## src/rtl/exbytes_pkg.sv

```systemverilog
// Shared exbus definitions: word layout, special-word code and byte framing.
package exbytes_pkg;

    localparam int unsigned EXB_WORD_W = 35;
    localparam int unsigned EXB_CHUNK  = 7;
    localparam int unsigned EXB_NBYTES = 5;
    localparam int unsigned EXB_CNT_W  = 3;

    localparam logic [1:0] EXB_SPECIAL = 2'b11;
    localparam logic       EXB_SOW     = 1'b1;

    localparam logic [EXB_CNT_W-1:0] EXB_CNT_FULL = EXB_CNT_W'(EXB_NBYTES - 1);

    function automatic logic exb_is_special(input logic [EXB_WORD_W-1:0] word);
        return word[EXB_WORD_W-1 -: 2] == EXB_SPECIAL;
    endfunction

    // Number of bytes still to follow once the first byte of this word is out.
    function automatic logic [EXB_CNT_W-1:0] exb_tail_count(input logic [EXB_WORD_W-1:0] word);
        return exb_is_special(word) ? '0 : EXB_CNT_FULL;
    endfunction

endpackage

```

## src/rtl/exbytes.sv

```systemverilog
// Exbus word-to-byte serialiser: 35-bit words out as 7-bit chunks, MS first,
// with a start-of-word marker in bit 7 of each word's first byte.
module exbytes
    import exbytes_pkg::*;
#(
    parameter logic OPT_LOWPOWER = 1'b1
) (
    input  logic                  i_clk,
    input  logic                  i_reset,
    input  logic                  i_stb,
    input  logic [EXB_WORD_W-1:0] i_word,
    output logic                  o_busy,
    output logic                  o_stb,
    output logic [7:0]            o_byte,
    input  logic                  i_busy,
    output logic                  o_active
);

    logic [EXB_WORD_W-1:0] sreg_q;
    logic [EXB_CNT_W-1:0]  count_q;
    logic                  stb_q;
    logic [7:0]            byte_q;

    logic busy;
    logic accept;
    logic advance;
    logic more;

    assign more    = count_q != '0;
    assign busy    = stb_q && (more || i_busy);
    assign accept  = i_stb && !busy;
    assign advance = stb_q && !i_busy;

    // Implicit FSM in {stb_q, count_q}: idle, sending (count>0), last byte (count==0).
    always_ff @(posedge i_clk or posedge i_reset) begin
        if (i_reset) begin
            sreg_q  <= '0;
            count_q <= '0;
            stb_q   <= 1'b0;
            byte_q  <= '0;
        end else if (accept) begin
            sreg_q  <= i_word;
            count_q <= exb_tail_count(i_word);
            stb_q   <= 1'b1;
            byte_q  <= {EXB_SOW, i_word[EXB_WORD_W-1 -: EXB_CHUNK]};
        end else if (advance) begin
            if (more) begin
                sreg_q  <= sreg_q << EXB_CHUNK;
                count_q <= count_q - 1'b1;
                byte_q  <= {~EXB_SOW, sreg_q[EXB_WORD_W-1-EXB_CHUNK -: EXB_CHUNK]};
            end else begin
                stb_q <= 1'b0;
            end
        end
    end

    always_comb begin
        o_busy   = busy;
        o_stb    = stb_q;
        o_active = stb_q;
        o_byte   = (OPT_LOWPOWER && !stb_q) ? 8'h00 : byte_q;
    end

endmodule
```

## config.mk

```make
export PLATFORM = sky130hd
export DESIGN_NAME = exbytes
export DESIGN_NICKNAME = d
export VERILOG_FILES = /design/src/rtl/exbytes_pkg.sv /design/src/rtl/exbytes.sv
export SDC_FILE = /design/constraint.sdc
export NUM_CORES = 1
export LEC_CHECK = 0
export CORE_MARGIN = 4
export CORE_UTILIZATION = 40
export DETAILED_ROUTE_END_ITERATION = 8
export DONT_BUFFER_PORTS = 1
export HOLD_SLACK_MARGIN = 0.08
export PLACE_DENSITY = 0.62
export SLEW_MARGIN = 10
export SYNTH_ARGS = -nofsm -noshare
export SYNTH_HDL_FRONTEND = slang
export SYNTH_SLANG_ARGS = --single-unit
```

## constraint.sdc

```tcl
create_clock -name i_clk -period 1.6 [get_ports i_clk]
set_clock_uncertainty 0.1 [all_clocks]
set_input_delay 0.4 -clock i_clk [delete_from_list [all_inputs] [get_ports i_clk]]
set_output_delay 0.4 -clock i_clk [all_outputs]
set_load 0.005 [all_outputs]
```

==> impl_metrics.ini, run 1 <==
[outcome]
status = finished with violations
violations = negative setup slack

[power_and_ir_drop]
max-vdd-ir-drop_mv = 0.904
p_int_mw = 3.20
power_frac_clock_pct = 12.2
switching_share_pct = 38.4
switchingPower_mw = 2.00
power-per-cell-area_nw_per_um2 = 1820
p_seq_share_pct = 32.8
pwr-share-comb_pct = 55.1
total_power_mw = 5.20
p_leak_nw = 1.19

[timing]
finalMaxSlewViolations = 0
fmax_ghz = 0.532
tightest_slew_ps = 297
min_period_ps = 1880
hold_viol = 0
final.period_utilization_pct = 118
setup_viol = 40
worst_slew_margin_rel_pct = 80.0
setup_slack_ps = -281
rsz0062_at_grt = true
fin_tns_setup_ps = -9020

[critical_path]
start_kind = flop
rr_worst_depth = 9
reg2reg_from = count_q[0]
r2r_slack_ps = -280
cp-end-kind = flop
critPathKind = flop to flop
path_max_fanout = 7
cp_data_required_time_ps = 1700
r2r-end = sreg_q[20]
worstPathArrival_ps = 1980

[global_routing]
antenna_found_initial = 0
gr-usage-all-layers_pct = 17.2
grt_pass1_wl_um = 9000
grt_pass1_vias = 1776
grt_start_max_net_pins = 41
overflow = 0

[run]
cap_violations = 0

[synthesis]
syn_area_per_cell_um2 = 10.2
synth_nets = 260
synth_top_area_share_pct = 44.9
yosys_warnings = 0
yosys_register_bits = 40
synth_area_leaders = dfrtp_1 (45%), a211oi_2 (13%), a211oi_1 (9.4%)
yosysSeqAreaShare_pct = 44.9
syn_area_um2 = 2230
syn_inst = 219
synth_area_leader_cell = dfrtp_1
synth_cell_type_count = 28

[clocking]
path_clk_slew_ps = 80
cts-root-buf = clkbuf_8
numClockSinks = 40
cts_buffers = 5
clk-insertion-delay-late_ps = 280
htreeDepth = 2
cts_tree = built
clockBufferDepth = 2

[placement]
port_buffers = 0
gp_congestion = 0.785
hpwlAfterDp_um = 3540
dp_worst_setup_slack_ps = -191
dp.cells = 291

[layout]
layout_commonest_cell = a211oi_2
nets = 282
num_antenna_cells = 0
final_cell_mix = a211oi_2 (40), dfrtp_1 (39), inv_1 (33)
syn_to_final_growth_pct = 28.0
final_cells = 311
drive_above_1_share_pct = 43.2

[detailed_routing]
num_vias = 1746
drt_iter0_drc = 94
drtAntennaViolNets = 0
remaining_drc_errors = 0
vias_per_cell = 5.61
firstDrtPassIters = 4
wirelength_um = 5590
post_drt_wl_per_cell_um = 18.0

[floorplan]
die_h_um = 82.6
core-area_um2 = 5240
io_pins = 50
die-width_um = 82.6
num_rows = 26
start_util_pct = 42.5
die_area_um2 = 6830

[min_path]
whs_endpoint = sreg_q[1]
hold_path.class = input pin to flop
worstHoldStart = i_word[1]
min_path_cells = 1
[worst max-delay path by stage]
stage / cells past startpoint / from / to
final: 9 / count_q[0] / sreg_q[20]
after global routing: 9 / count_q[0] / sreg_q[21]
after CTS: 6 / count_q[1] / o_busy
after detailed placement: 7 / count_q[0] / sreg_q[19]
after global placement: 7 / count_q[0] / sreg_q[7]
after floorplan: 7 / count_q[0] / byte_q[0]
[flip-flops by register name, summed over array words and instances (netlist names)]
| register | count |
|---|---|
| byte_q | 8 |
| count_q | 3 |
| o_active | 1 |
| sreg_q | 28 |
[repair_timing]
item	CTS	global route
setup endpoints to repair	44	45
gates cloned	0	4
hold buffers	1	0
setup buffers	3	5
gates resized for setup	18	32
endpoints found under the hold margin	40	0
pin swaps	3	24
[power by group through the flow]
stage          registers (mW)  logic (mW)  clock network (mW)
6_report                 1.70        2.86               0.634
5_1_grt                  1.76        3.14               0.693
2_1_floorplan            1.66        1.70                   0
3_5_place_dp             1.70        2.25                   0
4_1_cts                  1.68        2.41               0.651
3_3_place_gp             1.67        2.20                   0
[synth_stat cells]
cell / n
a22o_1: 7
nor2_1: 9
a21oi_4: 1
inv_1: 34
and2b_1: 1
o22ai_4: 1
dfrtp_1: 40
a221o_1: 1
nor3_1: 30
nand2_1: 3
inv_2: 1
a211oi_1: 28
clkbuf_1: 6
a21oi_1: 3
buf_2: 6
ha_1: 2
or3_1: 1
o22ai_1: 2
nor2b_1: 1
buf_4: 3
o2bb2ai_1: 2
nand2b_1: 2
and2_1: 1
a21o_1: 1
o21ai_0: 1
a221oi_1: 2
buf_6: 6
a211oi_2: 24
[critical path, stage by stage (launching register included)]
cell and delay, ps:
dfrtp_1 350, inv_1 50, ha_2 180, ha_4 160, buf_6 120, and2b_2 230, o22ai_4 90, buf_12 150
buf_4 150, a211oi_2 210
[per-layer routing]
layer | up-vias | wire length, um | global-route usage [%]
met5 | - | 0 | 0
met4 | 0 | 63 | 3.92
met3 | 6 | 359 | 5.42
met2 | 45 | 2660 | 27.3
met1 | 866 | 2510 | 22.9
li1 | 829 | - | -
[metrics by stage]
step	util (%)	area, um^2	hold slack (ps)
6_report	54.4	2850	152
5_1_grt	54.4	2850	135
4_1_cts	49.5	2590	146
3_5_place_dp	46.0	2410	246
3_3_place_gp	46.0	2410	242
2_1_floorplan	-	2240	346
[cell families after synthesis]
family,Yosys count,synth area share [%]
and+or+nand+nor,48,10.5
AOI/OAI and AO/OA,73,31.1
adders and majority gates,2,1.12
DFF,40,44.9
buffers and inverters,56,12.3
[cell type report]
| type | count | area [um^2] |
|---|---|---|
| fillers | 471 | 2390 |
| inverters | 35 | 136 |
| repair buffers | 36 | 400 |
| flip-flops and latches | 40 | 1000 |
| multi-input cells | 123 | 1150 |
| clock inverters | 1 | 5.00 |
| clock buffers | 6 | 72.6 |
| well taps | 70 | 87.6 |
Note: power is estimated with default switching activity, not from simulation.
==> run 2, diff against run 1 <==
Settings changed: CORE_UTILIZATION 40 to 45, PLACE_DENSITY 0.62 to 0.68, SLEW_MARGIN 10 to 20.
==> run 2 against run 1 <==
The run still ends with negative setup slack left. First-iteration DRC count fell by 27%. Via count up 3.5%. Critical path depth did not move. Power grew 5.5%. Final cell count is 1.6% lower. Largest cell class unchanged. Highest routed layer unchanged.
==> impl_metrics.ini, run 2 (synthesized netlist as in run 1, its figures left out) <==
[outcome]
status = finished with violations
violations = negative setup slack

[power_and_ir_drop]
p_seq_share_pct = 31.0
max-vdd-ir-drop_mv = 0.778
power-per-cell-area_nw_per_um2 = 1920
switching_share_pct = 36.9
pwr-share-comb_pct = 54.1
p_leak_nw = 1.20
total_power_mw = 5.49
switchingPower_mw = 2.03
p_int_mw = 3.46
power_frac_clock_pct = 15.0

[critical_path]
worstPathArrival_ps = 1970
cp_data_required_time_ps = 1680
cp-end-kind = flop
cp_cell_sequence = inv_1 > ha_2 > ha_4 > buf_6 > and2b_2 > o22ai_4 > buf_12 > clkbuf_16 > a211oi_2
crit_slowest_cell = dfrtp_1
critPathKind = flop to flop
path_max_fanout = 6
start_kind = flop
critPathMaxStageDelay_ps = 380
r2r_slack_ps = -300

[clocking]
numClockSinks = 40
htreeDepth = 2
cts-root-buf = clkbuf_8
clockBufferDepth = 2
cts_tree = built
cts_buffers = 5
path_clk_slew_ps = 80
clk-insertion-delay-late_ps = 300

[global_routing]
gr-usage-all-layers_pct = 18.6
antenna_found_initial = 0
grt_pass1_vias = 1748
grt_pass1_wl_um = 8780
grt_start_max_net_pins = 41
overflow = 0

[detailed_routing]
remaining_drc_errors = 0
post_drt_wl_per_cell_um = 19.0
top_layer = met4
vias_per_cell = 5.91
firstDrtPassIters = 4
met3_length_um = 529
drt_iter0_drc = 69
num_vias = 1807
wirelength_um = 5810
drtAntennaViolNets = 0
met1Wirelength_um = 2340
route.met2.wl_um = 2770

[layout]
final_cell_mix = a211oi_2 (39), dfrtp_1 (39), inv_1 (34)
regMostFlops = sreg_q
syn_to_final_growth_pct = 28.1
finish.utilization_pct = 60.0
top_regs = sreg_q (28), byte_q (8), count_q (3)
drive_above_1_share_pct = 41.4
largest_reg_flops = 28
nets = 279
num_antenna_cells = 0
final_cells = 306
fin_area_um2 = 2850
nFillCells = 419

[placement]
place_area_um2 = 2360
hpwlAfterDp_um = 3440
dp.cells = 282
dp_worst_setup_slack_ps = -138
gp_congestion = 0.761
port_buffers = 0

[timing]
finalMaxSlewViolations = 0
final.period_utilization_pct = 119
holdWs_ps = 133
fmax_ghz = 0.527
worst_slew_margin_rel_pct = 77.2
setup_viol = 40
fin_tns_setup_ps = -9790
tightest_slew_ps = 342
hold_viol = 0
rsz0062_at_grt = true
setup_slack_ps = -296
min_period_ps = 1900

[run]
cap_violations = 0

[floorplan]
core-area_um2 = 4750
die-width_um = 78.4
start_util_pct = 46.8
io_pins = 50
die_area_um2 = 6140
num_rows = 25
die_h_um = 78.4

[min_path]
hold_path.class = input pin to flop
-- run 2: changes by cell type in the layout (fill, tap and decap cells not counted), moves of 2 or more --
cell      before  now
nor2_1         4    0
a211oi_1      11   13
buf_4         21   13
buf_6          6    8
nor3_4         2    0
nor2_2         4    8
nor3_1        27   30
buf_8          1    3
-- run 2: cell type report --
class                   instances  area [um^2]  share of cell area, %
clock buffers                   6         72.6                   2.54
repair buffers                 33          425                   14.9
flip-flops and latches         40         1000                   35.1
well taps                      67         83.8                   2.94
multi-input cells             123         1100                   38.6
inverters                      35          134                   4.69
clock inverters                 2         35.0                   1.23
-- run 2: metal layers --
metal  vias to the layer above  track usage (%)
met1                       888             23.6
met2                        79             27.9
met3                        18             8.14
met5                         -                0
met4                         0             6.82
li1                        822                -
-- run 2: what timing repair did --
| item | CTS | global route |
|---|---|---|
| pin swaps | 7 | 27 |
| endpoints found under the hold margin | 40 | 0 |
| endpoints found under the setup margin | 46 | 45 |
| buffers inserted | 5 | 6 |
| gates resized for setup | 22 | 25 |
| cloned | 1 | 3 |
| hold buffers | 1 | 0 |
-- run 2: final timing paths --
kind / endpoint / depth (start not counted) / from
min reg2reg: byte_q[7] / 1 / byte_q[7]
min in group asynchronous: sreg_q[22] / 3 / i_reset
max reg2reg: sreg_q[13] / 9 / count_q[1]
min: sreg_q[0] / 1 / i_word[0]
max in group asynchronous: o_active / 3 / i_reset
max: sreg_q[13] / 9 / count_q[1]
-- run 2: worst max-delay path: cells and delay by family, from the launching register on --
kind	cells	cell delay, ps
buffers and inverters	4	470
DFF	1	380
adders and majority gates	2	320
AOI/OAI and AO/OA	2	250
and+or+nand+nor	1	230
-- run 2: power by group through the flow --
stage                     Sequential, mW  Clock [mW]  Combinational, mW
after floorplan                     1.66           0               1.70
after global placement              1.69           0               2.09
after detailed placement            1.70           0               2.16
after CTS                           1.69       0.834               2.52
after global routing                1.75       0.887               3.22
final                               1.70       0.821               2.97
